**config.mk**
```make
export PLATFORM = sky130hd
export DESIGN_NAME = wb_regfile_stage
export DESIGN_NICKNAME = d
export VERILOG_FILES = /design/src/rtl/wb_regfile_stage.sv
export SDC_FILE = /design/constraint.sdc
export NUM_CORES = 2
export LEC_CHECK = 0
export CAP_MARGIN = 25
export CORE_ASPECT_RATIO = 1.1
export CORE_MARGIN = 2
export CORE_UTILIZATION = 31
export CTS_CLUSTER_DIAMETER = 60
export DETAILED_ROUTE_END_ITERATION = 12
export SYNTH_ARGS = -nofsm -noshare
export SYNTH_HDL_FRONTEND = slang
export SYNTH_SLANG_ARGS = --single-unit
```
**constraint.sdc**
```tcl
create_clock -name clk -period 47.5 [get_ports clk]
set_clock_uncertainty 0.1 [all_clocks]
set_input_delay 7.125 -clock clk [delete_from_list [all_inputs] [get_ports clk]]
set_output_delay 7.125 -clock clk [all_outputs]
set_load 0.05 [all_outputs]
```
**src/rtl/wb_regfile_stage.sv**
```systemverilog
// wb_regfile_stage: write-back stage of the pipeline.
//   Selects write-back data from the MEM/WB register, commits it to a 32x32
//   GPR file and serves two combinational decode read ports with write-through
//   bypass. An overflowing instruction becomes a precise trap: its write is
//   suppressed, EPC is captured and a one-cycle flush is raised with the
//   redirect target. Retired instructions and taken exceptions are counted.
// Ports:
//   clk, rst            clock, asynchronous active-high reset
//   Wr_ALUres/dout/pcadd4/instr/Rw/Overflow/MemtoReg/RegWr  MEM/WB inputs
//   ra1, ra2 / rd1, rd2 decode read addresses / combinational read data
//   exc_flush           registered one-cycle flush request
//   exc_target          trap handler address (constant EXC_VECTOR)
//   epc                 PC of the last trapping instruction
//   retire_cnt, exc_cnt retired-instruction and taken-exception counters
module wb_regfile_stage #(
  parameter logic [31:0] EXC_VECTOR = 32'h00004180
) (
  input  logic        clk,
  input  logic        rst,
  input  logic [31:0] Wr_ALUres,
  input  logic [31:0] Wr_dout,
  input  logic [31:0] Wr_pcadd4,
  input  logic [31:0] Wr_instr,
  input  logic [4:0]  Wr_Rw,
  input  logic        Wr_Overflow,
  input  logic [1:0]  Wr_MemtoReg,
  input  logic        Wr_RegWr,
  input  logic [4:0]  ra1,
  input  logic [4:0]  ra2,
  output logic [31:0] rd1,
  output logic [31:0] rd2,
  output logic        exc_flush,
  output logic [31:0] exc_target,
  output logic [31:0] epc,
  output logic [31:0] retire_cnt,
  output logic [15:0] exc_cnt
);

  localparam int unsigned XLEN = 32;
  localparam int unsigned NREG = 32;
  localparam int unsigned CNTW = 16;

  typedef enum logic {RUN = 1'b0, TRAP = 1'b1} state_t;

  state_t            r_state;
  state_t            w_next_state;
  logic              r_exc_flush;
  logic [XLEN-1:0]   r_gpr [NREG];
  logic [XLEN-1:0]   r_epc;
  logic [XLEN-1:0]   r_retire_cnt;
  logic [CNTW-1:0]   r_exc_cnt;

  logic              w_valid;
  logic              w_trap;
  logic              w_retire;
  logic              w_we;
  logic [XLEN-1:0]   w_wdata;
  logic [XLEN-1:0]   w_rd1;
  logic [XLEN-1:0]   w_rd2;

  // Instructions arriving while the flush is in flight are squashed.
  assign w_valid  = (Wr_instr != '0) && (r_state == RUN);
  assign w_trap   = w_valid && Wr_Overflow;
  assign w_retire = w_valid && !Wr_Overflow;
  assign w_we     = w_retire && Wr_RegWr && (Wr_Rw != '0);

  // Write-back data select; encoding 3 aliases the ALU result.
  always_comb begin
    w_wdata = Wr_ALUres;
    case (Wr_MemtoReg)
      2'd1:    w_wdata = Wr_dout;
      2'd2:    w_wdata = Wr_pcadd4;
      default: w_wdata = Wr_ALUres;
    endcase
  end

  // Decode read ports with same-cycle write-through bypass.
  always_comb begin
    w_rd1 = r_gpr[ra1];
    if (ra1 == '0)                  w_rd1 = '0;
    else if (w_we && ra1 == Wr_Rw)  w_rd1 = w_wdata;
    w_rd2 = r_gpr[ra2];
    if (ra2 == '0)                  w_rd2 = '0;
    else if (w_we && ra2 == Wr_Rw)  w_rd2 = w_wdata;
  end

  // GPR file.
  always_ff @(posedge clk or posedge rst) begin
    if (rst) begin
      for (int i = 0; i < int'(NREG); i++) r_gpr[i] <= '0;
    end else if (w_we) begin
      r_gpr[Wr_Rw] <= w_wdata;
    end
  end

  // Trap FSM: state register.
  always_ff @(posedge clk or posedge rst) begin
    if (rst) begin
      r_state     <= RUN;
      r_exc_flush <= 1'b0;
    end else begin
      r_state     <= w_next_state;
      r_exc_flush <= (w_next_state == TRAP);
    end
  end

  // Trap FSM: TRAP lasts exactly one cycle, so the flush is a single pulse.
  always_comb begin
    w_next_state = r_state;
    case (r_state)
      RUN:     if (w_trap) w_next_state = TRAP;
      TRAP:    w_next_state = RUN;
      default: w_next_state = RUN;
    endcase
  end

  // EPC capture and performance counters.
  always_ff @(posedge clk or posedge rst) begin
    if (rst) begin
      r_epc        <= '0;
      r_retire_cnt <= '0;
      r_exc_cnt    <= '0;
    end else begin
      if (w_trap) begin
        r_epc <= Wr_pcadd4 - XLEN'(4);
        if (r_exc_cnt != {CNTW{1'b1}}) r_exc_cnt <= r_exc_cnt + CNTW'(1);
      end
      if (w_retire) r_retire_cnt <= r_retire_cnt + XLEN'(1);
    end
  end

  assign rd1        = w_rd1;
  assign rd2        = w_rd2;
  assign exc_flush  = r_exc_flush;
  assign exc_target = EXC_VECTOR;
  assign epc        = r_epc;
  assign retire_cnt = r_retire_cnt;
  assign exc_cnt    = r_exc_cnt;

endmodule
```
==> impl_metrics.py <==
metrics = {
    "cts": {
        "cts-root-buf": "clkbuf_16",
        "clk_path_buf_depth": 3,
        "post_cts_buffers": 0,
        "clock-sinks": 1105,
        "hold_buffers": 0,
        "htreeDepth": 4,
        "ctsResizeCount": 0,
        "numCtsBuffers": 132,
        "clk_pin_slew_ps": 60,
        "clk_latency_ps": 780,
        "cts_tree": "done",
    },
    "routing": {
        "wl_um": 226400,
        "drc": 0,
        "via_per_inst": 5.644,
        "num_vias": 47649,
        "post_drt_wl_per_cell_um": 26.82,
        "drtIter0Drc": 4624,
        "dr.pass1.iters": 6,
        "ant_nets": 0,
    },
    "synth": {
        "synthTopCellsByArea": "dfrtp_1 47%, mux4_2 9.9%, mux2_2 8.8%",
        "synth_edf_count": 0,
        "syn_avg_cell_area_um2": 10.27,
        "synth_area_mm2": 0.05943,
        "synthXorXnorAreaFrac_pct": 1.194,
        "yosys.area_share.adder_pct": 0.1053,
        "ys_types": 64,
        "async_flop_share_pct": 100.0,
        "ys_ff_latch": 1105,
        "synth.area.mux_share_pct": 21.07,
        "synth_top_family_by_area": "multiplexers",
        "synth_compound_area_share_pct": 14.46,
        "synth-simple-area-share_pct": 12.07,
        "ys_seq_area_share_pct": 46.53,
        "yosys_warnings": 0,
        "synth_ff_type": "dfrtp_1",
        "synthCells": 5789,
        "yosys.area.top_type": "dfrtp_1",
        "synth_top_area_share_pct": 46.53,
    },
    "power": {
        "p_leak_nw": 28.99,
        "max-vdd-ir-drop_mv": 0.02468,
        "power.density_mw_per_mm2": 37.77,
        "p_total_mw": 2.610,
    },
    "timing": {
        "setup_viol": 0,
        "fin_setup_tns_ps": 0,
        "finalMaxSlewViolations": 0,
        "worst_pin_slew_ps": 1169,
        "hold_viol_final": 0,
        "max-slew-margin-rel_pct": 21.32,
        "timing.final.ws_setup_ps": 27280,
        "min_period_ps": 20230,
        "fin_crit_sh_pct": 42.58,
        "max_freq_ghz": 0.04944,
        "rsz0062_at_grt": "no",
    },
    "global_routing": {
        "grtUsageTotal_pct": 22.69,
        "antenna_found_initial": 10,
        "grt_pass1_vias": 47047,
        "grt_start_max_net_pins": 122,
        "grt_pass1_wl_um": 330300,
        "grt_overflow": 0,
    },
    "run": {
        "maxCapViolations": 0,
    },
    "worst_setup_path": {
        "cp.required_ps": 40280,
        "r2r_cells": 6,
        "critPathKind": "primary input to primary output",
        "worstPathArrival_ps": 13000,
        "crit_fanout": 106,
        "start_kind": "primary input",
        "cp-end-kind": "primary output",
    },
    "min_path": {
        "hold_path.class": "flop to flop",
        "min_path_cells": 0,
    },
    "placement": {
        "placed_cell_area_mm2": 0.06456,
        "place.gp.congestion": 0.8391,
        "pre_cts_ws_ps": 27530,
        "place_hpwl_um": 131300,
        "numPortBuffers": 293,
    },
    "cells_and_area": {
        "fin_area_mm2": 0.06908,
        "multiInputGateArea_mm2": 0.02957,
        "synthToLayoutAreaGrowth_pct": 16.24,
        "nFillCells": 18960,
        "nets": 5946,
        "regArea_mm2": 0.02765,
        "layout-drive-gt1-share_pct": 19.88,
    },
    "floorplanning": {
        "core_mm2": 0.1904,
        "io_pins": 326,
        "die_w_um": 421.5,
        "die_y_um": 463.2,
        "rows": 168,
        "die_area_mm2": 0.1952,
        "start_util_pct": 31.21,
    },
    "outcome": {
        "status": "complete, no violations",
    },
}
## cells in the mapped netlist, drive strengths merged (96+ instances only)
master	number
nand2	986
dfrtp	1105
o22ai	187
nor2b	130
nor3	96
mux4	261
nor4	155
mux2i	134
a211oi	126
o21ai	1024
mux2	471
buf	249
nor2	155
clkbuf	348
## placed cells by master, fill, tap and decap left out, drive strengths merged, types with 32 or more instances in the layout
cell type and instances:
mux2 471, o21ai 1024, xor2 48, clkbuf 174
mux2i 134, nor2 155, nor3 96, mux4 261
nand2 986, nor2b 130, nor4 155, buf 149
a21oi 64, a22oi 32, a211oi 126, xnor2 33
inv 34, dfrtp 1105, o22ai 187, conb 32
clkdlybuf4s50 287
## state kept, by name, indices dropped and copies added, names as in the netlist
name        count
epc            32
exc_cnt        16
exc_flush       1
r_gpr        1024
retire_cnt     32
## per-stage QoR
| step | instances | utilization (%) | hold slack, ps |
|---|---|---|---|
| final | 8442 | 36.28 | 277.8 |
| after global routing | 8441 | 36.27 | 295.7 |
| after CTS | 8428 | 36.18 | 277.7 |
| after detailed placement | 8201 | 33.90 | 265.9 |
| after global placement | 8196 | 33.85 | 260.4 |
| after floorplan | 5819 | - | 324.6 |
## power by group
group	total, mW	switching (mW)	internal [mW]	leakage [nW]
registers	1.10	0.0722	1.03	15.0
logic	0.473	0.291	0.182	11.9
clock network	1.03	0.426	0.609	2.13
total	2.61	0.789	1.82	29.0
## worst paths after layout
path | start | end | slack, ps
max | ra1[1] | rd1[28] | 27280
min | r_gpr[1022]$_DFFE_PP0P_ | r_gpr[1022]$_DFFE_PP0P_ | 280
max reg2reg | exc_flush$_DFF_PP0_ | r_gpr[756]$_DFFE_PP0P_ | 43750
min reg2reg | r_gpr[1022]$_DFFE_PP0P_ | r_gpr[1022]$_DFFE_PP0P_ | 280
max in group asynchronous | rst | r_gpr[511]$_DFFE_PP0P_ | 36650
min in group asynchronous | rst | exc_cnt[8]$_DFFE_PP0P_ | 6820
## metal layers
metal  wire length, µm  global-route usage (%)
met3             16460                   3.750
met2            107400                   36.78
met5                 9                       0
met4             12200                   12.11
met1             90330                   29.01
## critical path: stages
cell and delay [ps]:
buf_8 590, buf_4 770, buf_4 900, buf_4 810, mux2_2 410, o22ai_1 170
nor4_1 90, nor4_1 1010, a21oi_1 180, clkdlybuf4s50_1 750
## cells by family after synthesis
group | after synthesis
and+or+nand+nor | 1606
AOI/OAI and AO/OA | 1504
DFF | 1105
muxes | 866
buffers and inverters | 620
xor gates and xnor gates | 81
adders and majority gates | 5
other | 2
## final cells by class
type | instances | share of cell area (%)
multi-input cells | 4094 | 42.80
flip-flops and latches | 1105 | 40.03
repair buffers | 436 | 6.102
clock buffers | 174 | 5.346
well taps | 2550 | 4.618
clock inverters | 53 | 0.9436
inverters | 23 | 0.1358
diodes | 7 | 0.02536
No activity file was read; power rests on OpenSTA's default activity.
